`config.mk`:
```
export PLATFORM = sky130hd
export DESIGN_NAME = shift_add_multiplier
export DESIGN_NICKNAME = d
export VERILOG_FILES = /design/src/rtl/mul_pkg.sv /design/src/rtl/shift_add_datapath.sv /design/src/rtl/shift_add_multiplier.sv
export SDC_FILE = /design/constraint.sdc
export NUM_CORES = 1
export LEC_CHECK = 0
export CAP_MARGIN = 20
export CORE_ASPECT_RATIO = 0.8
export CORE_MARGIN = 10
export CORE_UTILIZATION = 45
export DETAILED_ROUTE_END_ITERATION = 12
export PLACE_DENSITY = 0.73
export SLEW_MARGIN = 20
export SYNTH_ARGS = -nofsm -noshare
export SYNTH_HDL_FRONTEND = slang
export SYNTH_SLANG_ARGS = --single-unit
```
`constraint.sdc`:
```
create_clock -name clk -period 1.9 [get_ports clk]
set_input_delay 0.19 -clock clk [delete_from_list [all_inputs] [get_ports clk]]
set_output_delay 0.19 -clock clk [all_outputs]
set_load 0.02 [all_outputs]
```
`src/rtl/mul_pkg.sv`:
```
// Shared types for the group's sequential multipliers.
package mul_pkg;

  typedef enum logic [1:0] {
    IDLE,
    CALC,
    DONE
  } mul_state_t;

endpackage

```
`src/rtl/shift_add_datapath.sv`:
```
// Shift-and-add datapath: multiplicand, accumulator and multiplier registers
// with the WIDTH+1-bit adder. It also exposes the post-shift {A,Q} value, so
// the product can be captured on the final iteration edge.
module shift_add_datapath #(
  parameter int WIDTH = 8
) (
  input  logic               clk,
  input  logic               rst,
  input  logic               load,
  input  logic               step,
  input  logic [WIDTH-1:0]   a_in,
  input  logic [WIDTH-1:0]   b_in,
  output logic [2*WIDTH-1:0] aq_next
);

  logic [WIDTH-1:0] m_q, m_d;
  logic [WIDTH-1:0] a_q, a_d;
  logic [WIDTH-1:0] q_q, q_d;
  logic [WIDTH:0]   sum;

  // The carry is sum[WIDTH]. It moves into A's MSB in the same step, and a 0
  // always refills C, so no carry flop survives from one iteration to the next.
  always_comb begin
    sum     = {1'b0, a_q} + (q_q[0] ? {1'b0, m_q} : '0);
    aq_next = {sum, q_q[WIDTH-1:1]};
    m_d     = m_q;
    a_d     = a_q;
    q_d     = q_q;
    if (load) begin
      m_d = a_in;
      q_d = b_in;
      a_d = '0;
    end else if (step) begin
      a_d = sum[WIDTH:1];
      q_d = {sum[0], q_q[WIDTH-1:1]};
    end
  end

  always_ff @(posedge clk) begin
    if (rst) begin
      m_q <= '0;
      a_q <= '0;
      q_q <= '0;
    end else begin
      m_q <= m_d;
      a_q <= a_d;
      q_q <= q_d;
    end
  end

endmodule

```
`src/rtl/shift_add_multiplier.sv`:
```
// Sequential unsigned shift-and-add multiplier: one add/shift per clock,
// then a 2*WIDTH-bit product with a one-cycle done strobe.
//
// state | meaning
// IDLE  | waiting for start
// CALC  | iterating, cnt counts completed steps
// DONE  | product valid this cycle; start here is accepted back-to-back
module shift_add_multiplier
  import mul_pkg::*;
#(
  parameter int WIDTH = 8
) (
  input  logic               clk,
  input  logic               rst,
  input  logic               start,
  input  logic [WIDTH-1:0]   a,
  input  logic [WIDTH-1:0]   b,
  output logic               busy,
  output logic               done,
  output logic [2*WIDTH-1:0] product
);

  localparam int CW = $clog2(WIDTH + 1);
  localparam logic [CW-1:0] LAST = CW'(WIDTH - 1);

  mul_state_t         state_q, state_d;
  logic [CW-1:0]      cnt_q, cnt_d;
  logic [2*WIDTH-1:0] product_q, product_d;
  logic [2*WIDTH-1:0] aq_next;
  logic               load, step;

  shift_add_datapath #(.WIDTH(WIDTH)) u_datapath (
    .clk     (clk),
    .rst     (rst),
    .load    (load),
    .step    (step),
    .a_in    (a),
    .b_in    (b),
    .aq_next (aq_next)
  );

  always_comb begin
    state_d   = state_q;
    cnt_d     = cnt_q;
    product_d = product_q;
    load      = 1'b0;
    step      = 1'b0;
    busy      = 1'b0;
    done      = 1'b0;
    unique case (state_q)
      IDLE: begin
        if (start) begin
          load    = 1'b1;
          cnt_d   = '0;
          state_d = CALC;
        end
      end
      CALC: begin
        busy  = 1'b1;
        step  = 1'b1;
        cnt_d = cnt_q + CW'(1);
        if (cnt_q == LAST) begin
          product_d = aq_next;
          state_d   = DONE;
        end
      end
      DONE: begin
        done = 1'b1;
        if (start) begin
          load    = 1'b1;
          cnt_d   = '0;
          state_d = CALC;
        end else begin
          state_d = IDLE;
        end
      end
      default: state_d = IDLE;
    endcase
  end

  always_ff @(posedge clk) begin
    if (rst) begin
      state_q   <= IDLE;
      cnt_q     <= '0;
      product_q <= '0;
    end else begin
      state_q   <= state_d;
      cnt_q     <= cnt_d;
      product_q <= product_d;
    end
  end

  assign product = product_q;

endmodule

```
# After elaboration in Yosys (flattened, before gate mapping)
# Index checks and enable logic that the tools add are counted.
# totals
reg_bits	46
latchBits	0
ram_bits	0
romBits	0
inputBits	19
out_inout_bits	18
wordCells	35
n_memories	0
# op_classes
addsub	2
n_mul	0
n_div	0
n_lt_le_gt_ge	0
n_eq_ne	6
shifts	0
muxes	13
bitwise_logic	0
n_reduce_logical	8
# ops
operator	n
8-bit two-way mux	3
8-bit by 9-bit adder with 9-bit output	1
4-bit case mux with 2 select lines	1
2-bit case mux with 3 select lines	1
2-bit AND reduction	3
1-bit two-way mux	5
4-bit by 1-bit adder with 4-bit output (second input constant)	1
4-bit by 3-bit equality test with 1-bit output (second input constant)	1
2-bit two-way mux	2
4-bit two-way mux	1
2-bit inequality test (second input constant)	2
2-bit nonzero test	2
2-bit OR reduction	2
2-bit by 1-bit equality test with 1-bit output (second input constant)	1
2-bit equality test (second input constant)	1
2-bit zero test	1
2-bit by 1-bit inequality test with 1-bit output (second input constant)	1

# Depth between registers and ports, before layout
# Gate-level depths: netlist of run 1.
# logic_depth
word_depth	4
ltp_mapped	7
depth_no_buf	7

# Modules after synthesis
# From an unflattened synthesis of run 1, not the netlist that was laid out.
# unflattened
cells_unflattened	269
area_unflattened_um2	2439.8
# modules_own_cells
mod	instances	cells_each	area_per_inst_um2	seq_area_each_um2
shift_add_datapath	1	169	1430.1	480.5
shift_add_multiplier	1	100	1009.7	440.4

# Worst setup path before layout of run 1
# No wires, ideal clock.
# synth_path
path_kind	reg2reg
startpoint	reg u_datapath.q_q[0]
endpoint	reg u_datapath.a_q[5]
setup_time_ns	0.062
arrival_time_ns	1.910
required_ns	1.838
path_slack_ns	-0.072
path_stages_with_launch	8
path_buffers	0
period_less_slack_ns	1.972
path_cell_list	dfxtp_1 and2_1 ha_1 fa_1 a21oi_1 o21ai_0 a2111o_1 nand3_1
# synth_between
elab_chain_cells	2
# synth_lines
item	line	source
start, declared	shift_add_datapath.sv:18	logic [WIDTH-1:0] q_q, q_d;
start signal, assigned	shift_add_datapath.sv:47	q_q <= q_d;
8-bit two-way mux	shift_add_datapath.sv:24	sum = {1'b0, a_q} + (q_q[0] ? {1'b0, m_q} : '0);
8-bit by 9-bit adder with 9-bit output	shift_add_datapath.sv:24	
end signal, assigned	shift_add_datapath.sv:42	a_q <= '0;
end signal, assigned	shift_add_datapath.sv:46	a_q <= a_d;
end, declared	shift_add_datapath.sv:17	logic [WIDTH-1:0] a_q, a_d;
# Every way passes these cells.
# A chain may end at the register's enable or synchronous reset.

# Final worst setup path of run 1
# layout_path
startpoint	reg u_datapath.q_q[0]
endpoint	reg u_datapath.a_q[6]
# The elaborated chain is that of the path after synthesis.

==> run_summary.xml, run 1 <==
<?xml version="1.0" encoding="UTF-8"?>
<metrics>
  <group name="synth">
    <metric name="synth_top_family_by_area" unit="">simple AND/OR/NAND/NOR gates</metric>
    <metric name="synth_nets" unit="">300</metric>
    <metric name="ys_warn_count" unit="">0</metric>
    <metric name="synth.mux.area_fraction" unit="%">0.521</metric>
    <metric name="synth_instances" unit="">271</metric>
    <metric name="synth-seq-area-share" unit="%">42.6</metric>
    <metric name="synth_xor_xnor_area_share" unit="%">0.810</metric>
    <metric name="synth_simple_gate_area_share" unit="%">27.1</metric>
    <metric name="synthArstFlopShare" unit="%">0</metric>
    <metric name="synth.ff_latch_count" unit="">46</metric>
    <metric name="synth_compound_area_share" unit="%">17.9</metric>
    <metric name="synth_enable_flop_cells" unit="">0</metric>
    <metric name="cell_area_after_synthesis" unit="um^2">2160</metric>
    <metric name="yosys.cell_types.count" unit="">37</metric>
    <metric name="synth_adder_area_share" unit="%">6.13</metric>
    <metric name="syn_avg_cell_area" unit="um^2">7.98</metric>
    <metric name="synth_flop_cell" unit="">sky130_fd_sc_hd__dfxtp_1</metric>
  </group>
  <group name="sta">
    <metric name="slew_viol_final" unit="">0</metric>
    <metric name="timing.max_slew.rel_slack" unit="%">72.9</metric>
    <metric name="setup_viol" unit="">0</metric>
    <metric name="worst_pin_slew" unit="ps">405</metric>
    <metric name="fmax" unit="MHz">543</metric>
    <metric name="hold_viol_final" unit="">0</metric>
    <metric name="clock-skew-final" unit="ps">7.29</metric>
    <metric name="rsz_0062_raised_after_global_routing" unit="">true</metric>
    <metric name="finalCriticalPeriod" unit="ps">1840</metric>
    <metric name="timing.final.crit_share" unit="%">97.0</metric>
  </group>
  <group name="drt">
    <metric name="drt-initial-drc-count" unit="">116</metric>
    <metric name="vias" unit="">2013</metric>
    <metric name="ant_nets" unit="">0</metric>
    <metric name="routed_via_density" unit="">5.28</metric>
    <metric name="routed_wl" unit="um">5620</metric>
    <metric name="remaining_drc_errors" unit="">0</metric>
    <metric name="route.detailed.wl_per_inst" unit="um">14.7</metric>
    <metric name="firstDrtPassIters" unit="">4</metric>
  </group>
  <group name="place">
    <metric name="dp_hpwl" unit="um">4130</metric>
    <metric name="placement.io_buffers" unit="">36</metric>
    <metric name="finalWeightedCongestion" unit="">0.905</metric>
    <metric name="place.detailed.instances" unit="">373</metric>
  </group>
  <group name="global_route">
    <metric name="grt_antenna_before_repair" unit="">0</metric>
    <metric name="grt_max_degree" unit="">48</metric>
    <metric name="grt_pass1_vias" unit="">1933</metric>
    <metric name="grt.total_usage" unit="%">14.0</metric>
    <metric name="grt-ovfl-total" unit="">0</metric>
    <metric name="wire_length_of_the_first_global_routing_pass" unit="um">9290</metric>
  </group>
  <group name="worst_setup_path">
    <metric name="crit_path_max_fanout" unit="">7</metric>
    <metric name="timing.critical_path.arrival" unit="ps">2090</metric>
    <metric name="reg2reg_depth" unit="">7</metric>
    <metric name="setup.worst_path.start_class" unit="">register</metric>
    <metric name="cp-end-kind" unit="">register</metric>
    <metric name="critPathKind" unit="">reg -&gt; reg</metric>
    <metric name="critical_path_required" unit="ps">2150</metric>
  </group>
  <group name="power_and_ir_drop">
    <metric name="cellPowerDensity" unit="nW/um^2">648</metric>
    <metric name="power_leakage" unit="nW">1.06</metric>
    <metric name="vdd.ir_drop.worst" unit="mV">0.488</metric>
  </group>
  <group name="clock_tree">
    <metric name="htreeDepth" unit="">2</metric>
    <metric name="worst_skew_pair.late_latency" unit="ps">300</metric>
    <metric name="clock_tree.buffer_depth" unit="">2</metric>
    <metric name="clock_sinks" unit="">46</metric>
    <metric name="clkTransAtPathRegs" unit="ps">90</metric>
    <metric name="cts_hold_repair.buffers" unit="">0</metric>
    <metric name="post_cts_setup_buffer_count" unit="">0</metric>
    <metric name="total_cts_buffers" unit="">5</metric>
    <metric name="root_buffer" unit="">sky130_fd_sc_hd__clkbuf_8</metric>
    <metric name="tritoncts" unit="">built</metric>
  </group>
  <group name="min_path">
    <metric name="worst_hold_path_depth" unit="">3</metric>
    <metric name="timing.hold.worst.class" unit="">in -&gt; reg</metric>
  </group>
  <group name="die">
    <metric name="initial_core_utilization" unit="%">46.8</metric>
    <metric name="core_area" unit="um^2">4620</metric>
    <metric name="top_level_ports" unit="">37</metric>
    <metric name="dieWidth" unit="um">97.5</metric>
    <metric name="die_area" unit="um^2">7990</metric>
    <metric name="die-height" unit="um">82.0</metric>
    <metric name="floorplan.rows" unit="">22</metric>
  </group>
  <group name="layout">
    <metric name="final_nets" unit="">349</metric>
    <metric name="fin_cells" unit="">381</metric>
    <metric name="area.growth.synth_to_final" unit="%">32.7</metric>
    <metric name="fill_cells" unit="">432</metric>
    <metric name="layout-drive-gt1-share" unit="%">14.3</metric>
    <metric name="final_util" unit="%">62.0</metric>
    <metric name="num_antenna_cells" unit="">0</metric>
  </group>
  <group name="run">
    <metric name="drv.max_cap_violation_count" unit="">0</metric>
  </group>
  <group name="run_status">
    <metric name="outcome" unit="">finished, final reports clean</metric>
  </group>
</metrics>
==> cells in the mapped netlist, drive strengths merged (2+ instances only) <==
| master | n | area [um^2] |
|---|---|---|
| a2111o | 2 | 22.5 |
| or4 | 2 | 15.0 |
| nand3 | 10 | 50.1 |
| nor2b | 2 | 12.5 |
| buf | 5 | 37.5 |
| or3 | 2 | 12.5 |
| o211ai | 4 | 30.0 |
| nand2b | 5 | 31.3 |
| xnor2 | 2 | 17.5 |
| nor2 | 25 | 93.8 |
| inv | 5 | 18.8 |
| and2 | 8 | 50.1 |
| nor4 | 2 | 12.5 |
| a22oi | 2 | 15.0 |
| o31ai | 2 | 15.0 |
| a311oi | 3 | 26.3 |
| dfxtp | 46 | 921 |
| ha | 9 | 113 |
| o2111ai | 2 | 17.5 |
| nand2 | 53 | 199 |
| a211oi | 3 | 22.5 |
| nor3 | 6 | 30.0 |
| a21oi | 32 | 160 |
| nand3b | 7 | 52.6 |
| clkbuf | 13 | 48.8 |
| o22ai | 5 | 31.3 |
| o21ai | 5 | 25.0 |
==> critical path: stages, from the launching register on <==
cell and delay [ps]:
sky130_fd_sc_hd__dfxtp_4 370, sky130_fd_sc_hd__and2_1 140, sky130_fd_sc_hd__ha_1 300, sky130_fd_sc_hd__buf_4 150, sky130_fd_sc_hd__nand2_2 120, sky130_fd_sc_hd__a211oi_2 90
sky130_fd_sc_hd__or4_1 520, sky130_fd_sc_hd__nand3_1 90
==> state kept, by name (all words and copies together), names as in the netlist <==
signal,cells
product,16
u_datapath.a_q,8
u_datapath.m_q,8
u_datapath.q_q,8
cnt_q,4
state_q,2
==> logic make-up (layout without fill, tap and decap cells) <==
group                    count (synthesis)  count (layout)
AND/OR/NAND/NOR                        126             126
AO/OA/AOI/OAI                           63              63
flip-flops                              46              46
buffers and inverters                   23              73
adder cells (fa/ha/maj)                 10              10
XOR/XNOR                                 2               2
multiplexers                             1               1
==> stage by stage <==
step                worst slack [ps]  hold slack (ps)  power, W  TNS (ps)  cell area (um^2)
global placement               -4.93              443   0.00127     -8.34              2710
detailed placement             -45.9              445   0.00127      -108              2710
finish                          56.9              429   0.00186         0              2870
global route                   -40.4              444   0.00194     -74.2              2870
floorplan                       16.8              326   0.00117         0              2170
CTS                             9.75              428   0.00187         0              2810
==> routing by layer <==
metal	vias up	global-route usage (%)	wire [um]
met5	-	0	0
met4	0	5.07	53
met3	4	4.03	320
met2	43	22.1	2520
met1	925	18.1	2720
li1	1041	-	-
==> cell type report <==
| type | instances | area [um^2] | area share [%] |
|---|---|---|---|
| clock inverters | 3 | 21.3 | 0.741 |
| well taps | 60 | 75.1 | 2.62 |
| multi-input cells | 202 | 1200 | 42.0 |
| flip-flops and latches | 46 | 925 | 32.2 |
| clock buffers | 5 | 68.8 | 2.40 |
| inverters | 5 | 18.8 | 0.654 |
| repair buffers | 60 | 557 | 19.4 |
==> path summary, 6_finish.rpt <==
| check | from | to | slack (ps) |
|---|---|---|---|
| worst max-delay path | u_datapath.q_q[0] | u_datapath.a_q[6] | 60 |
| worst min-delay path | a[6] | u_datapath.m_q[6] | 430 |
| worst min register to register | u_datapath.m_q[3] | u_datapath.m_q[3] | 460 |
| worst max register to register | u_datapath.q_q[0] | u_datapath.a_q[6] | 60 |
==> power by group <==
part / total [W] / internal [W] / switching [W]
sequential: 0.00102 / 0.000997 / 0.0000261
combinational: 0.000231 / 0.000109 / 0.000122
clock: 0.000606 / 0.000259 / 0.000347
total: 0.00186 / 0.00137 / 0.000495
==> layout by cell type, fill, tap and decap left out, types with 3 or more instances in the layout <==
cell type                         count
sky130_fd_sc_hd__nand2_1             52
sky130_fd_sc_hd__dfxtp_1             45
sky130_fd_sc_hd__clkdlybuf4s50_1     36
sky130_fd_sc_hd__a21oi_1             29
sky130_fd_sc_hd__nor2_1              25
sky130_fd_sc_hd__buf_4               22
sky130_fd_sc_hd__nand3_1              9
sky130_fd_sc_hd__nand3b_1             7
sky130_fd_sc_hd__ha_1                 7
sky130_fd_sc_hd__and2_1               6
sky130_fd_sc_hd__nor3_1               6
sky130_fd_sc_hd__nand2b_1             5
sky130_fd_sc_hd__inv_1                5
sky130_fd_sc_hd__o22ai_1              5
sky130_fd_sc_hd__clkbuf_8             5
sky130_fd_sc_hd__o211ai_1             4
sky130_fd_sc_hd__o21ai_0              3
sky130_fd_sc_hd__a311oi_1             3
==> repair_timing <==
action,4_1_cts,5_1_grt
gates resized for setup,3,14
setup endpoints to repair,5,9
pin swaps,1,6
cloned,0,0
No activity file was read; power rests on OpenSTA's default activity.
==> run 2: changes to the inputs <==
--- a/config.mk
+++ b/config.mk
@@ -7,7 +7,6 @@
 export LEC_CHECK = 0
 export CAP_MARGIN = 20
 export CORE_ASPECT_RATIO = 0.8
-export CORE_MARGIN = 10
 export CORE_UTILIZATION = 45
 export DETAILED_ROUTE_END_ITERATION = 12
 export PLACE_DENSITY = 0.73
==> run_summary.xml, run 2 (synthesis gave the netlist of run 1 again) <==
<?xml version="1.0" encoding="UTF-8"?>
<metrics>
  <group name="run_status">
    <metric name="outcome" unit="">finished, final reports clean</metric>
  </group>
  <group name="min_path">
    <metric name="worst_hold_path_depth" unit="">3</metric>
    <metric name="hold_path_end" unit="">u_datapath.m_q[5]</metric>
    <metric name="timing.hold.worst.class" unit="">in -&gt; reg</metric>
    <metric name="timing.hold.worst.start" unit="">a[5]</metric>
  </group>
  <group name="die">
    <metric name="initial_core_utilization" unit="%">47.0</metric>
    <metric name="core_area" unit="um^2">4600</metric>
    <metric name="dieWidth" unit="um">79.5</metric>
    <metric name="die_area" unit="um^2">5090</metric>
    <metric name="floorplan.rows" unit="">22</metric>
    <metric name="top_level_ports" unit="">37</metric>
    <metric name="die-height" unit="um">64.0</metric>
  </group>
  <group name="drt">
    <metric name="route.detailed.wl_per_inst" unit="um">13.5</metric>
    <metric name="remaining_drc_errors" unit="">0</metric>
    <metric name="dr_wl_met2" unit="um">2180</metric>
    <metric name="drt-met1-wl" unit="um">2610</metric>
    <metric name="ant_nets" unit="">0</metric>
    <metric name="drt-initial-drc-count" unit="">181</metric>
    <metric name="routed.top_layer" unit="">met4</metric>
    <metric name="firstDrtPassIters" unit="">4</metric>
    <metric name="routed_via_density" unit="">5.31</metric>
    <metric name="met3_length" unit="um">279</metric>
    <metric name="routed_wl" unit="um">5150</metric>
    <metric name="vias" unit="">2024</metric>
  </group>
  <group name="layout">
    <metric name="multi_input_logic_area" unit="um^2">1220</metric>
    <metric name="layout-drive-gt1-share" unit="%">15.0</metric>
    <metric name="layout.cells.most_common" unit="">sky130_fd_sc_hd__nand2_1</metric>
    <metric name="postLayoutCellArea" unit="um^2">2900</metric>
    <metric name="num_antenna_cells" unit="">0</metric>
    <metric name="number_of_flip_flops_in_the_largest_register" unit="">16</metric>
    <metric name="fill_cells" unit="">402</metric>
    <metric name="area.growth.synth_to_final" unit="%">34.0</metric>
    <metric name="final_nets" unit="">349</metric>
    <metric name="final_cell_mix" unit="">sky130_fd_sc_hd__nand2_1, sky130_fd_sc_hd__dfxtp_1, sky130_fd_sc_hd__clkdlybuf4s50_1, sky130_fd_sc_hd__a21oi_1, sky130_fd_sc_hd__nor2_1</metric>
    <metric name="fin_cells" unit="">381</metric>
    <metric name="seq_area" unit="um^2">925</metric>
  </group>
  <group name="run">
    <metric name="drv.max_cap_violation_count" unit="">0</metric>
  </group>
  <group name="worst_setup_path">
    <metric name="r2r_end" unit="">product[11]</metric>
    <metric name="timing.critical_path.cells" unit="">and2_4 &gt; ha_4 &gt; fa_2 &gt; a21oi_4 &gt; buf_6 &gt; o21bai_1 &gt; xnor2_1 &gt; o31ai_1</metric>
    <metric name="crit_path_max_fanout" unit="">7</metric>
    <metric name="critical_path.reg2reg.startpoint" unit="">u_datapath.q_q[0]</metric>
    <metric name="ff2ff_setup_slack" unit="ps">50</metric>
    <metric name="cp_slowest_stage_delay" unit="ps">380</metric>
    <metric name="cp-end-kind" unit="">register</metric>
    <metric name="critPathKind" unit="">reg -&gt; reg</metric>
    <metric name="setup.worst_path.start_class" unit="">register</metric>
    <metric name="reg2reg_depth" unit="">8</metric>
    <metric name="critical_path_required" unit="ps">2110</metric>
    <metric name="timing.critical_path.arrival" unit="ps">2060</metric>
    <metric name="worst_path_max_delay_cell" unit="">sky130_fd_sc_hd__fa_2</metric>
  </group>
  <group name="clock_tree">
    <metric name="cts_hold_repair.buffers" unit="">0</metric>
    <metric name="htreeDepth" unit="">2</metric>
    <metric name="root_buffer" unit="">sky130_fd_sc_hd__clkbuf_8</metric>
    <metric name="tritoncts" unit="">built</metric>
    <metric name="clkTransAtPathRegs" unit="ps">80</metric>
    <metric name="clock_tree.buffer_depth" unit="">2</metric>
    <metric name="worst_skew_pair.late_latency" unit="ps">300</metric>
    <metric name="clock_sinks" unit="">46</metric>
    <metric name="total_cts_buffers" unit="">5</metric>
  </group>
  <group name="power_and_ir_drop">
    <metric name="power_leakage" unit="nW">1.08</metric>
    <metric name="vdd.ir_drop.worst" unit="mV">0.388</metric>
    <metric name="cellPowerDensity" unit="nW/um^2">671</metric>
    <metric name="p_total" unit="W">0.00194</metric>
  </group>
  <group name="sta">
    <metric name="totalNegativeSetupSlack" unit="ps">0</metric>
    <metric name="timing.max_slew.rel_slack" unit="%">78.4</metric>
    <metric name="hold_viol_final" unit="">0</metric>
    <metric name="setup_viol" unit="">0</metric>
    <metric name="fin_ws" unit="ps">49.9</metric>
    <metric name="slew_viol_final" unit="">0</metric>
    <metric name="clock-skew-final" unit="ps">3.31</metric>
    <metric name="fmax" unit="MHz">541</metric>
    <metric name="rsz_0062_raised_after_global_routing" unit="">true</metric>
    <metric name="finalCriticalPeriod" unit="ps">1850</metric>
    <metric name="worst_pin_slew" unit="ps">323</metric>
    <metric name="timing.final.crit_share" unit="%">97.4</metric>
  </group>
  <group name="global_route">
    <metric name="grt_pass1_vias" unit="">1909</metric>
    <metric name="grt-ovfl-total" unit="">0</metric>
    <metric name="grt.total_usage" unit="%">22.5</metric>
    <metric name="grt_antenna_before_repair" unit="">0</metric>
    <metric name="grt_max_degree" unit="">25</metric>
    <metric name="wire_length_of_the_first_global_routing_pass" unit="um">8910</metric>
  </group>
  <group name="place">
    <metric name="detailedPlace.worstSlack" unit="ps">-18.7</metric>
    <metric name="placed_cell_area" unit="um^2">2690</metric>
    <metric name="dp_hpwl" unit="um">3690</metric>
    <metric name="place.detailed.instances" unit="">372</metric>
    <metric name="placement.io_buffers" unit="">36</metric>
    <metric name="finalWeightedCongestion" unit="">0.881</metric>
  </group>
</metrics>
==> run 2: metrics by stage <==
step / hold slack [ps] / utilization (%)
after floorplan: 326 / -
after global placement: 442 / 58.5
after detailed placement: 443 / 58.5
after CTS: 437 / 61.2
after global routing: 456 / 63.0
final: 432 / 63.0
==> run 2: layer usage <==
metal / track usage, % / up-vias
met4: 8.64 / 0
met2: 33.1 / 49
met5: 0 / -
met1: 31.9 / 924
li1: - / 1042
met3: 4.57 / 9
==> run 2: worst max-delay path, delay by kind of cell, from the launching register on <==
family                   cells  cell delay (ps)
AO/OA/AOI/OAI                3              450
XOR/XNOR                     1              150
adder cells (fa/ha/maj)      2              540
buffers and inverters        1              120
flip-flops                   1              370
AND/OR/NAND/NOR              1              140
==> run 2: power by group <==
group	switching, W	internal (W)
clock network	0.000325	0.000368
logic	0.000121	0.000107
registers	0.0000263	0.000997
==> run 2: layout make-up <==
type	count	share of cell area (%)
clock buffers	8	3.80
inverters	5	0.648
multi-input cells	202	42.2
flip-flops and latches	46	31.9
well taps	60	2.59
repair buffers	60	18.9
==> run 2: worst max path at each step <==
| stage | endpoint | cells past startpoint | start | slack (ps) |
|---|---|---|---|---|
| 2_1_floorplan | u_datapath.a_q[6] | 6 | u_datapath.q_q[0] | 20 |
| 3_3_place_gp | u_datapath.a_q[6] | 6 | u_datapath.q_q[0] | 10 |
| 3_5_place_dp | u_datapath.a_q[6] | 6 | u_datapath.q_q[0] | -20 |
| 4_1_cts | u_datapath.a_q[5] | 7 | u_datapath.q_q[0] | 5 |
| 5_1_grt | u_datapath.a_q[3] | 8 | u_datapath.q_q[0] | -50 |
| 6_report | product[11] | 8 | u_datapath.q_q[0] | 50 |
==> run 2: what timing repair did <==
item,in CTS,in global routing
setup buffers,0,1
gates cloned,0,0
resized for setup,4,16
hold endpoints to repair,0,0
pin swaps,0,5
endpoints found under the setup margin,4,8
